==> src/rtl/avalon_pkg.sv <==
// Shared Avalon-ST definitions: the packet FSM state encoding and the pointer width helper.
package avalon_pkg;

  typedef enum logic [1:0] {
    IDLE_S    = 2'd0,
    LOADING_S = 2'd1,
    SENDING_S = 2'd2
  } state_t;

  // Pointers must be able to hold the full packet length, not just the last index.
  function automatic int PTR_W(input int max_len);
    return $clog2(max_len + 1);
  endfunction

endpackage

==> src/rtl/pkt_buf.sv <==
// Packet word store: one synchronous write port, one asynchronous read port, no reset.
module pkt_buf #(
  parameter int DWIDTH = 10,
  parameter int DEPTH  = 10,
  parameter int AW     = 4
) (
  input  logic              clk_i,
  input  logic              we_i,
  input  logic [AW-1:0]     waddr_i,
  input  logic [DWIDTH-1:0] wdata_i,
  input  logic [AW-1:0]     raddr_i,
  output logic [DWIDTH-1:0] rdata_o
);

  logic [DWIDTH-1:0] mem_q [DEPTH];

  always_ff @(posedge clk_i) begin
    if (we_i) begin
      mem_q[waddr_i] <= wdata_i;
    end
  end

  assign rdata_o = mem_q[raddr_i];

endmodule

==> src/rtl/avalon_pkt_tx.sv <==
// Avalon-ST packet transmitter: buffers one packet from the load port, then replays it
// with sop/eop framing under ready backpressure.
module avalon_pkt_tx
  import avalon_pkg::*;
#(
  parameter int DWIDTH      = 10,
  parameter int MAX_PKT_LEN = 10
) (
  input  logic              clk_i,
  input  logic              arst_n_i,
  input  logic [DWIDTH-1:0] ld_data_i,
  input  logic              ld_valid_i,
  input  logic              ld_last_i,
  output logic              ld_ready_o,
  output logic [DWIDTH-1:0] src_data_o,
  output logic              src_startofpacket_o,
  output logic              src_endofpacket_o,
  output logic              src_valid_o,
  input  logic              src_ready_i,
  output logic              ovf_o
);

  localparam int PW = PTR_W(MAX_PKT_LEN);
  localparam logic [PW-1:0] LAST_IDX = PW'(MAX_PKT_LEN - 1);
  localparam logic [PW-1:0] MAX_LEN  = PW'(MAX_PKT_LEN);

  state_t            state_q, state_d;
  logic [PW-1:0]     wr_ptr_q, wr_ptr_d;
  logic [PW-1:0]     rd_ptr_q, rd_ptr_d;
  logic [PW-1:0]     len_q, len_d;
  logic              ovf_q, ovf_d;
  logic              ld_ready_q, ld_ready_d;
  logic              src_valid_q, src_valid_d;
  logic              buf_we;
  logic              ld_acc;
  logic              src_xfer;
  logic              at_eop;
  logic [DWIDTH-1:0] rd_data;

  pkt_buf #(
    .DWIDTH(DWIDTH),
    .DEPTH (MAX_PKT_LEN),
    .AW    (PW)
  ) u_buf (
    .clk_i  (clk_i),
    .we_i   (buf_we),
    .waddr_i(wr_ptr_q),
    .wdata_i(ld_data_i),
    .raddr_i(rd_ptr_q),
    .rdata_o(rd_data)
  );

  assign ld_acc   = ld_valid_i & ld_ready_q;
  assign src_xfer = src_valid_q & src_ready_i;
  assign at_eop   = (rd_ptr_q == len_q - PW'(1));

  always_comb begin
    state_d  = state_q;
    wr_ptr_d = wr_ptr_q;
    rd_ptr_d = rd_ptr_q;
    len_d    = len_q;
    ovf_d    = 1'b0;
    buf_we   = 1'b0;
    case (state_q)
      IDLE_S: begin
        if (ld_acc) begin
          buf_we   = 1'b1;
          wr_ptr_d = PW'(1);
          if (ld_last_i || (MAX_PKT_LEN == 1)) begin
            len_d   = PW'(1);
            state_d = SENDING_S;
          end else begin
            state_d = LOADING_S;
          end
        end
      end
      LOADING_S: begin
        if (ld_acc) begin
          buf_we   = 1'b1;
          wr_ptr_d = wr_ptr_q + PW'(1);
          if (ld_last_i) begin
            len_d   = wr_ptr_q + PW'(1);
            state_d = SENDING_S;
          end else if (wr_ptr_q == LAST_IDX) begin
            // Buffer full without a last word: cut the packet here and flag it.
            len_d   = MAX_LEN;
            ovf_d   = 1'b1;
            state_d = SENDING_S;
          end
        end
      end
      SENDING_S: begin
        if (src_xfer) begin
          if (at_eop) begin
            rd_ptr_d = '0;
            wr_ptr_d = '0;
            state_d  = IDLE_S;
          end else begin
            rd_ptr_d = rd_ptr_q + PW'(1);
          end
        end
      end
      default: state_d = IDLE_S;
    endcase
  end

  // Handshake outputs are registered from the next state so nothing combinational reaches a port.
  assign ld_ready_d  = (state_d != SENDING_S);
  assign src_valid_d = (state_d == SENDING_S);

  always_ff @(posedge clk_i or negedge arst_n_i) begin
    if (!arst_n_i) begin
      state_q     <= IDLE_S;
      wr_ptr_q    <= '0;
      rd_ptr_q    <= '0;
      len_q       <= '0;
      ovf_q       <= 1'b0;
      ld_ready_q  <= 1'b0;
      src_valid_q <= 1'b0;
    end else begin
      state_q     <= state_d;
      wr_ptr_q    <= wr_ptr_d;
      rd_ptr_q    <= rd_ptr_d;
      len_q       <= len_d;
      ovf_q       <= ovf_d;
      ld_ready_q  <= ld_ready_d;
      src_valid_q <= src_valid_d;
    end
  end

  assign ld_ready_o          = ld_ready_q;
  assign src_valid_o         = src_valid_q;
  assign src_data_o          = src_valid_q ? rd_data : '0;
  assign src_startofpacket_o = src_valid_q & (rd_ptr_q == '0);
  assign src_endofpacket_o   = src_valid_q & at_eop;
  assign ovf_o               = ovf_q;

endmodule

==> config.mk <==
export PLATFORM = sky130hd
export DESIGN_NAME = avalon_pkt_tx
export DESIGN_NICKNAME = d
export VERILOG_FILES = /design/src/rtl/avalon_pkg.sv /design/src/rtl/pkt_buf.sv /design/src/rtl/avalon_pkt_tx.sv
export SDC_FILE = /design/constraint.sdc
export NUM_CORES = 1
export LEC_CHECK = 0
export CAP_MARGIN = 30
export CORE_ASPECT_RATIO = 1.25
export CORE_MARGIN = 8
export CORE_UTILIZATION = 55
export DETAILED_ROUTE_END_ITERATION = 16
export GPL_TIMING_DRIVEN = 1
export PLACE_DENSITY = 0.73
export SETUP_SLACK_MARGIN = 0.02
export SKIP_CTS_REPAIR_TIMING = 1
export SYNTH_ARGS = -nofsm -noshare
export SYNTH_HDL_FRONTEND = slang
export SYNTH_SLANG_ARGS = --single-unit
==> constraint.sdc <==
create_clock -name clk_i -period 5.2 [get_ports clk_i]
set_input_delay 1.04 -clock clk_i [delete_from_list [all_inputs] [get_ports clk_i]]
set_output_delay 1.04 -clock clk_i [all_outputs]
set_load 0.01 [all_outputs]
==> flow_summary.toml, run 1 <==
[sta]
layout_min_cycle_time_ns = 4.13
setup_viol = 0
fmax_mhz = 242
worst_slew_pin_slew_ns = 0.976
fin_tns_setup_ns = 0
rsz0062_at_grt = "false"
clock_skew_ns = 0.00721
hold_viol_final = 0
slew_headroom_pct = 34.9
finalCritPeriodShare_pct = 79.4
finalMaxSlewViolations = 0

[place]
gp_congestion = 0.815
post-place-cells = 454
hpwl_um = 6000
portBuffers = 29

[detailed_routing]
route.detailed.drc = 0
wire_per_inst_um = 20.0
drtPass1Iterations = 4
postRouteAntennaNets = 0
wirelength_um = 9700
drt-initial-drc-count = 177
vias = 2765
via_per_inst = 5.69

[worst_setup_path]
critPathKind = "reg -> out"
slowest_stage = "dfrtp_2"
crit_path_end_kind = "output pin"
worstReg2RegStart = "state_q[1]$_DFF_PN0_"
ff2ff_path_depth = 4
crit_fanout = 36
cp.depth = 4
critPathLaunchType = "flop"
path_delay_family = "flip-flops"
required_ns = 4.16
slowest_delay_ns = 1.00
cp.buffers_inverters = 1
endpoint = "src_data_o[2]"
r2r_slack_ns = 2.53
critPathLaunch = "rd_ptr_q[0]$_DFFE_PN0P_"
r2r-end = "u_buf.mem_q[0][9]$_DFFE_PP_"
critical_path_arrival_ns = 3.09
crit_chain = "mux4_1 -> mux2_2 -> o211a_1 -> clkdlybuf4s50_1"

[yosys]
ys_warn_count = 0
ys.flop_type = "edfxtp_1"
synth_cell_types = 42
synth_nets = 343
avgSynthCellArea_um2 = 16.4
synth-async-reset-ratio_pct = 14.5
synth_seq_cells = 117
ys_seq_area_share_pct = 66.3
syn-cell-area_um2 = 5170
synthCells = 316
synth_edf_count = 100

[final_layout]
multi_input_area_um2 = 1610
area_growth_pct = 17.8
nets = 377
layout_common_cells = "100 x edfxtp_1, 29 x clkdlybuf4s50_1, 25 x nand2_1, 17 x clkbuf_16"
drive_above_1_share_pct = 11.8
regArea_um2 = 3430
diodes = 0
mostFrequentLayoutCell = "edfxtp_1"
fin_cells = 486
fillerInstances = 623

[pwr]
p_per_area_nw_per_um2 = 492
ir_worst_vdd_uv = 324
p_leak_nw = 2.26

[clock_network]
cts-buffers-inserted = 17
worstSkewPairLatency_ns = 0.40
h-tree-depth = 4
clk_transition_reported_paths_ns = 0.05
max-clock-path-buffers = 2
clock-sinks = 117
tritoncts = "done"
clockRootBuffer = "clkbuf_16"

[floorplan]
die-area_um2 = 12800
pin_count = 30
initial_core_util_pct = 56.7
core_area_um2 = 9130
rows = 39
die_w_um = 103
die_h_um = 124

[status]
status = "finished clean"

[global_routing]
grt_max_degree = 37
grt_pass1_wl_um = 15200
antenna_found_initial = 0
grt.overflow.total = 0
grt_pass1_vias = 2867
grt_usage_pct = 16.4

[hold_path]
hold_class = "reg -> reg"

[job]
maxCapViolCount = 0
## worst min-delay path by stage
stage	startpoint	to	depth (start not counted)
6_report	len_q[2]$_DFFE_PN0P_	len_q[2]$_DFFE_PN0P_	2
5_1_grt	len_q[3]$_DFFE_PN0P_	len_q[3]$_DFFE_PN0P_	1
4_1_cts	len_q[2]$_DFFE_PN0P_	len_q[2]$_DFFE_PN0P_	2
3_5_place_dp	len_q[2]$_DFFE_PN0P_	len_q[2]$_DFFE_PN0P_	2
3_3_place_gp	len_q[3]$_DFFE_PN0P_	len_q[3]$_DFFE_PN0P_	1
2_1_floorplan	len_q[3]$_DFFE_PN0P_	len_q[3]$_DFFE_PN0P_	1
## metal layers
layer  vias up  track usage, %  part of all wire [%]
met1      1378            19.7                    42
met5         -               0                     0
met3        12            5.31                   4.9
met2        71            26.7                    52
li1       1304               -                     -
met4         0            5.89                   1.3
## flip-flops by register name, indices dropped and copies added, names as in the netlist
name         flops
u_buf.mem_q    100
len_q            4
rd_ptr_q         4
wr_ptr_q         4
state_q          2
ld_ready_o       1
ovf_o            1
src_valid_o      1
## cell families after synthesis
family                     share of synthesized area (%)
AOI/OAI and AO/OA                                   5.66
xor gates and xnor gates                            1.48
adders and majority gates                           2.90
buffers and inverters                               2.83
DFF                                                 66.3
muxes                                               14.0
and+or+nand+nor                                     6.89
## power breakdown
| part | switching [W] | internal (W) |
|---|---|---|
| clock network | 0.000375 | 0.000690 |
| registers | 0.000165 | 0.00110 |
| logic | 0.000288 | 0.000381 |
## cells in the mapped netlist, types with 2 or more instances
cell type | count | area, µm²
edfxtp_1 | 100 | 3000
nand2_1 | 25 | 93.8
dfrtp_1 | 17 | 425
mux4_1 | 16 | 420
o21ai_0 | 14 | 70.1
ha_1 | 12 | 150
inv_1 | 11 | 41.3
clkbuf_1 | 10 | 37.5
mux2_2 | 10 | 113
mux2i_1 | 10 | 100
nor2_1 | 10 | 37.5
o211a_1 | 10 | 100
a21oi_1 | 6 | 30.0
and2_1 | 6 | 37.5
and3_1 | 6 | 37.5
nor3_1 | 6 | 30.0
nand3_1 | 5 | 25.0
mux4_2 | 4 | 90.1
a21o_1 | 3 | 22.5
a31oi_1 | 3 | 18.8
nand2b_1 | 3 | 18.8
xnor2_1 | 3 | 26.3
xor2_1 | 3 | 26.3
a22oi_1 | 2 | 15.0
buf_2 | 2 | 10.0
buf_6 | 2 | 22.5
nand3b_1 | 2 | 15.0
## worst min-delay path: stages (launching register included)
cell,delay (ns)
dfrtp_1,0.37
nand2_1,0.05
o21ai_0,0.06
## through the flow
stage	hold WS (ns)	cell area (µm²)	worst slack, ns	power [W]	utilization, %
after detailed placement	0.511	5550	1.49	0.00196	60.8
final	0.516	6100	1.07	0.00300	66.8
after global placement	0.483	5530	1.49	0.00194	60.6
after floorplan	0.469	5170	2.19	0.00177	-
after global routing	0.553	6100	0.952	0.00314	66.8
after CTS	0.523	6100	1.05	0.00302	66.8
## cell type report
class	count	area share (%)
Sequential cell	117	56.3
Multi-Input combinational cell	172	26.5
Clock buffer	19	7.10
Timing Repair Buffer	31	5.07
Tap cell	123	2.52
Clock inverter	13	1.89
Inverter	11	0.677
Note: power is estimated with default switching activity, not from simulation.
==> run 2: changes to the inputs <==
- clock period: 5.2 -> 4.1 ns (I/O delays scaled with it)
==> run 2 against run 1 <==
Non-clock buffer count grew 5. Clock-buffer cell count grew 1. Global-route usage grew 1.2 points. First-iteration DRC count grew 11%. Core utilization grew 0.69 points. Clock power grew 33%. Via count grew 1.1%. Die area is the same.
==> flow_summary.toml, run 2 (synthesized netlist as in run 1, its figures left out) <==
[sta]
slew_headroom_pct = 45.8
clock_skew_ns = 0.0135
worst_slew_pin_slew_ns = 0.810
finalCritPeriodShare_pct = 90.6
rsz0062_at_grt = "false"
layout_min_cycle_time_ns = 3.71
fin_tns_setup_ns = 0
setup_viol = 0
finalMaxSlewViolations = 0
fmax_mhz = 269
hold_viol_final = 0

[worst_setup_path]
required_ns = 3.28
crit_fanout = 22
critical_path_arrival_ns = 2.89
critPathLaunchType = "flop"
critPathKind = "reg -> out"
crit_path_end_kind = "output pin"

[floorplan]
die_h_um = 124
rows = 39
pin_count = 30
die_w_um = 103
core_area_um2 = 9130
die-area_um2 = 12800
initial_core_util_pct = 56.7

[detailed_routing]
wire_per_inst_um = 20.8
route.detailed.drc = 0
vias = 2795
drt-initial-drc-count = 197
postRouteAntennaNets = 0
wirelength_um = 10200
via_per_inst = 5.69
drtPass1Iterations = 4

[pwr]
ir_worst_vdd_uv = 379
p_per_area_nw_per_um2 = 637
p_leak_nw = 2.30
pwr-share-clk_pct = 36.2
p_sw_w = 0.00108
p_sw_share_pct = 27.5
internal_power_w = 0.00284
p_seq_share_pct = 38.3
combPwrFrac_pct = 25.5

[clock_network]
max-clock-path-buffers = 2
tritoncts = "done"
clock-sinks = 117
worstSkewPairLatency_ns = 0.41
clockRootBuffer = "clkbuf_16"
h-tree-depth = 4
clk_transition_reported_paths_ns = 0.05
cts-buffers-inserted = 17

[final_layout]
fin_cells = 491
nets = 382
area_growth_pct = 19.0
largest_register = "u_buf.mem_q"
mostFrequentLayoutCell = "edfxtp_1"
diodes = 0
layout_common_cells = "100 x edfxtp_1, 29 x clkdlybuf4s50_1, 25 x nand2_1, 17 x clkbuf_16"
fillerInstances = 622
largest_reg_flops = 100
drive_above_1_share_pct = 13.9

[place]
hpwl_um = 6120
post-place-cells = 459
gp_congestion = 0.785
portBuffers = 29

[job]
maxCapViolCount = 0

[global_routing]
grt_pass1_wl_um = 16000
grt.overflow.total = 0
antenna_found_initial = 0
grt_pass1_vias = 2906
grt_max_degree = 25
grt_usage_pct = 17.5

[hold_path]
hold_class = "reg -> reg"

[status]
status = "finished clean"
-- run 2: cell type report --
| class | count | area [µm²] | area share [%] |
|---|---|---|---|
| clock buffer | 20 | 437 | 7.09 |
| clock inverter | 12 | 136 | 2.21 |
| inverter | 11 | 41.3 | 0.670 |
| multi-input combinational | 172 | 1610 | 26.1 |
| sequential | 117 | 3430 | 55.7 |
| tap | 123 | 154 | 2.50 |
| timing repair buffer | 36 | 355 | 5.77 |
-- run 2: metal layers --
metal  vias to the layer above  GRT usage (%)  routed length (µm)
li1                       1320              -                   -
met1                      1393           20.8                4180
met2                        73           28.0                5420
met3                         9           6.10                 528
met4                         0           7.51                 110
met5                         -              0                   0
-- run 2: path summary, 6_finish.rpt --
path	from	to	slack, ns	depth (start not counted)
worst max register to register	state_q[1]$_DFF_PN0_	u_buf.mem_q[1][7]$_DFFE_PP_	1.49	5
min in group asynchronous	arst_n_i	state_q[1]$_DFF_PN0_	0.88	1
worst min-delay path	len_q[3]$_DFFE_PN0P_	len_q[3]$_DFFE_PN0P_	0.54	1
worst min register to register	len_q[3]$_DFFE_PN0P_	len_q[3]$_DFFE_PN0P_	0.54	1
max in group asynchronous	arst_n_i	rd_ptr_q[0]$_DFFE_PN0P_	2.66	1
worst max-delay path	rd_ptr_q[0]$_DFFE_PN0P_	src_data_o[9]	0.39	5
-- run 2: through the flow --
step / total power, W / area, µm² / util, % / hold slack [ns] / setup slack, ns
after CTS: 0.00395 / 6160 / 67.5 / 0.534 / 0.348
after floorplan: 0.00224 / 5170 / - / 0.469 / 1.31
after global routing: 0.00409 / 6160 / 67.5 / 0.562 / 0.281
after detailed placement: 0.00252 / 5590 / 61.2 / 0.498 / 0.805
after global placement: 0.00249 / 5590 / 61.2 / 0.491 / 0.885
final: 0.00393 / 6160 / 67.5 / 0.539 / 0.386
-- run 2: power by group through the flow --
stage	Combinational [W]	Sequential [W]	Clock (W)
after floorplan	0.000777	0.00147	0
after global placement	0.000972	0.00152	0
after detailed placement	0.000991	0.00152	0
after CTS	0.00101	0.00151	0.00144
after global routing	0.00109	0.00151	0.00149
final	0.00100	0.00150	0.00142
-- run 2: worst max-delay path, cell delays in order (launching register included) --
cell and delay, ns:
dfrtp_2 0.62, buf_12 0.26, mux4_1 0.60, mux2_2 0.29
o211a_1 0.21, clkdlybuf4s50_1 0.49
==> run 3: changes to the inputs <==
- CORE_UTILIZATION: 55 -> 31
- PLACE_DENSITY: 0.73 -> 0.48
- clock period: 4.1 -> 3 ns (I/O delays scaled with it)
==> run 3 against run 2 <==
Worst setup slack got worse by 0.28 ns. Combinational power is 56% higher. Final cell count grew 23%. Non-clock buffer count grew 16. Clock skew down 0.0062 ns. Hold slack got worse by 0.033 ns. Via count rose by 1.7%. Final area grew 6.3%. Clock power rose by 52%.
==> flow_summary.toml, run 3 (synthesized netlist as in run 1, its figures left out) <==
[worst_setup_path]
critical_path_arrival_ns = 2.29
endpoint = "src_data_o[0]"
crit_chain = "buf_4 -> buf_12 -> mux4_1 -> mux2_2 -> o211a_1 -> dlymetal6s2s_1"
r2r-end = "u_buf.mem_q[6][5]$_DFFE_PP_"
required_ns = 2.40
worstReg2RegStart = "state_q[1]$_DFF_PN0_"
critPathKind = "reg -> out"
critPathLaunchType = "flop"
crit_fanout = 10
crit_path_end_kind = "output pin"
r2r_slack_ns = 0.59
slowest_stage = "mux4_1"
slowest_delay_ns = 0.54
ff2ff_path_depth = 6
critPathLaunch = "rd_ptr_q[0]$_DFFE_PN0P_"

[sta]
finalCritPeriodShare_pct = 96.3
clock_skew_ns = 0.00730
fin_ws_ns = 0.110
layout_min_cycle_time_ns = 2.89
setup_viol = 0
fmax_mhz = 346
worst_slew_pin_slew_ns = 0.816
hold_viol_final = 0
rsz0062_at_grt = "false"
slew_headroom_pct = 45.4
finalMaxSlewViolations = 0

[detailed_routing]
wire_per_inst_um = 17.6
route.detailed.drc = 0
drt-initial-drc-count = 180
wirelength_um = 10700
postRouteAntennaNets = 0
drtPass1Iterations = 4
vias = 2842
via_per_inst = 4.71

[final_layout]
area_growth_pct = 26.6
mostFrequentLayoutCell = "edfxtp_1"
drive_above_1_share_pct = 19.0
fin_util_pct = 39.5
postLayoutCellArea_um2 = 6550
largest_register = "u_buf.mem_q"
layout_common_cells = "100 x edfxtp_1, 25 x nand2_1, 19 x buf_4, 18 x clkbuf_16, 18 x clkdlybuf4s50_1"
diodes = 0
nets = 398
largest_reg_flops = 100

[floorplan]
die-area_um2 = 21100
pin_count = 30
rows = 53
core_area_um2 = 16600
die_w_um = 132
initial_core_util_pct = 31.2
die_h_um = 160

[clock_network]
clockRootBuffer = "clkbuf_16"
clk_transition_reported_paths_ns = 0.06
tritoncts = "done"
clock-sinks = 117
cts-buffers-inserted = 17
max-clock-path-buffers = 2
h-tree-depth = 4
worstSkewPairLatency_ns = 0.40

[place]
portBuffers = 29
gp_congestion = 0.753
hpwl_um = 6700
dpl_worst_slack_ns = 0.245
placed_area_um2 = 5800

[pwr]
p_per_area_nw_per_um2 = 875
ir_worst_vdd_uv = 326
p_total_w = 0.00573
p_leak_nw = 2.62

[global_routing]
antenna_found_initial = 0
grt_pass1_wl_um = 16500
grt_usage_pct = 10.5
grt_pass1_vias = 2965
grt.overflow.total = 0
grt_max_degree = 25

[hold_path]
min-delay-start = "len_q[3]$_DFFE_PN0P_"
hold_class = "reg -> reg"

[job]
maxCapViolCount = 0

[status]
status = "finished clean"
-- run 3: cell types whose count changed in the layout (fill, tap and decap cells not counted), sizes merged, moves of 2 or more --
cell / delta
buf: +15
clkbuf: -2
clkdlybuf4s50: -11
clkinv: -4
dlymetal6s2s: +11
inv: +7
-- run 3: worst max-delay path, delay by kind of cell (launching register included) --
family	cells	cell delay, ns
buffers and inverters	3	0.44
flip-flops	1	0.39
multiplexers	2	0.81
AO/OA/AOI/OAI	1	0.24
-- run 3: final cells by class --
cell class / instances / area (µm²)
tap: 220 / 275
timing repair buffer: 52 / 546
fill: 1568 / 10000
sequential: 117 / 3430
multi-input combinational: 172 / 1610
clock buffer: 17 / 425
clock inverter: 15 / 218
inverter: 11 / 41.3
-- run 3: worst min-delay path by stage --
stage / to / slack [ns] / depth (start not counted)
after floorplan: ld_ready_o$_DFF_PN0_ / 0.30 / 0
after global placement: len_q[3]$_DFFE_PN0P_ / 0.49 / 1
after detailed placement: len_q[3]$_DFFE_PN0P_ / 0.51 / 1
after CTS: len_q[3]$_DFFE_PN0P_ / 0.52 / 1
after global routing: len_q[3]$_DFFE_PN0P_ / 0.53 / 1
final: len_q[3]$_DFFE_PN0P_ / 0.51 / 1
-- run 3: through the flow --
step | hold slack [ns] | cells | setup TNS, ns
2_1_floorplan | 0.304 | 316 | 0
3_3_place_gp | 0.488 | 565 | 0
3_5_place_dp | 0.506 | 565 | 0
4_1_cts | 0.518 | 597 | -1.84
5_1_grt | 0.532 | 604 | 0
6_report | 0.506 | 604 | 0
-- run 3: where the power goes --
group | switching (W) | internal [W]
Sequential | 0.000104 | 0.00191
Combinational | 0.000749 | 0.000808
Clock | 0.000745 | 0.00142
Total | 0.00160 | 0.00413
-- run 3: metal layers --
layer,vias up,wire length [µm],global-route usage (%)
li1,1349,-,-
met4,0,138,4.29
met2,46,5560,18.3
met3,11,273,2.69
met1,1436,4680,11.9
met5,-,0,0
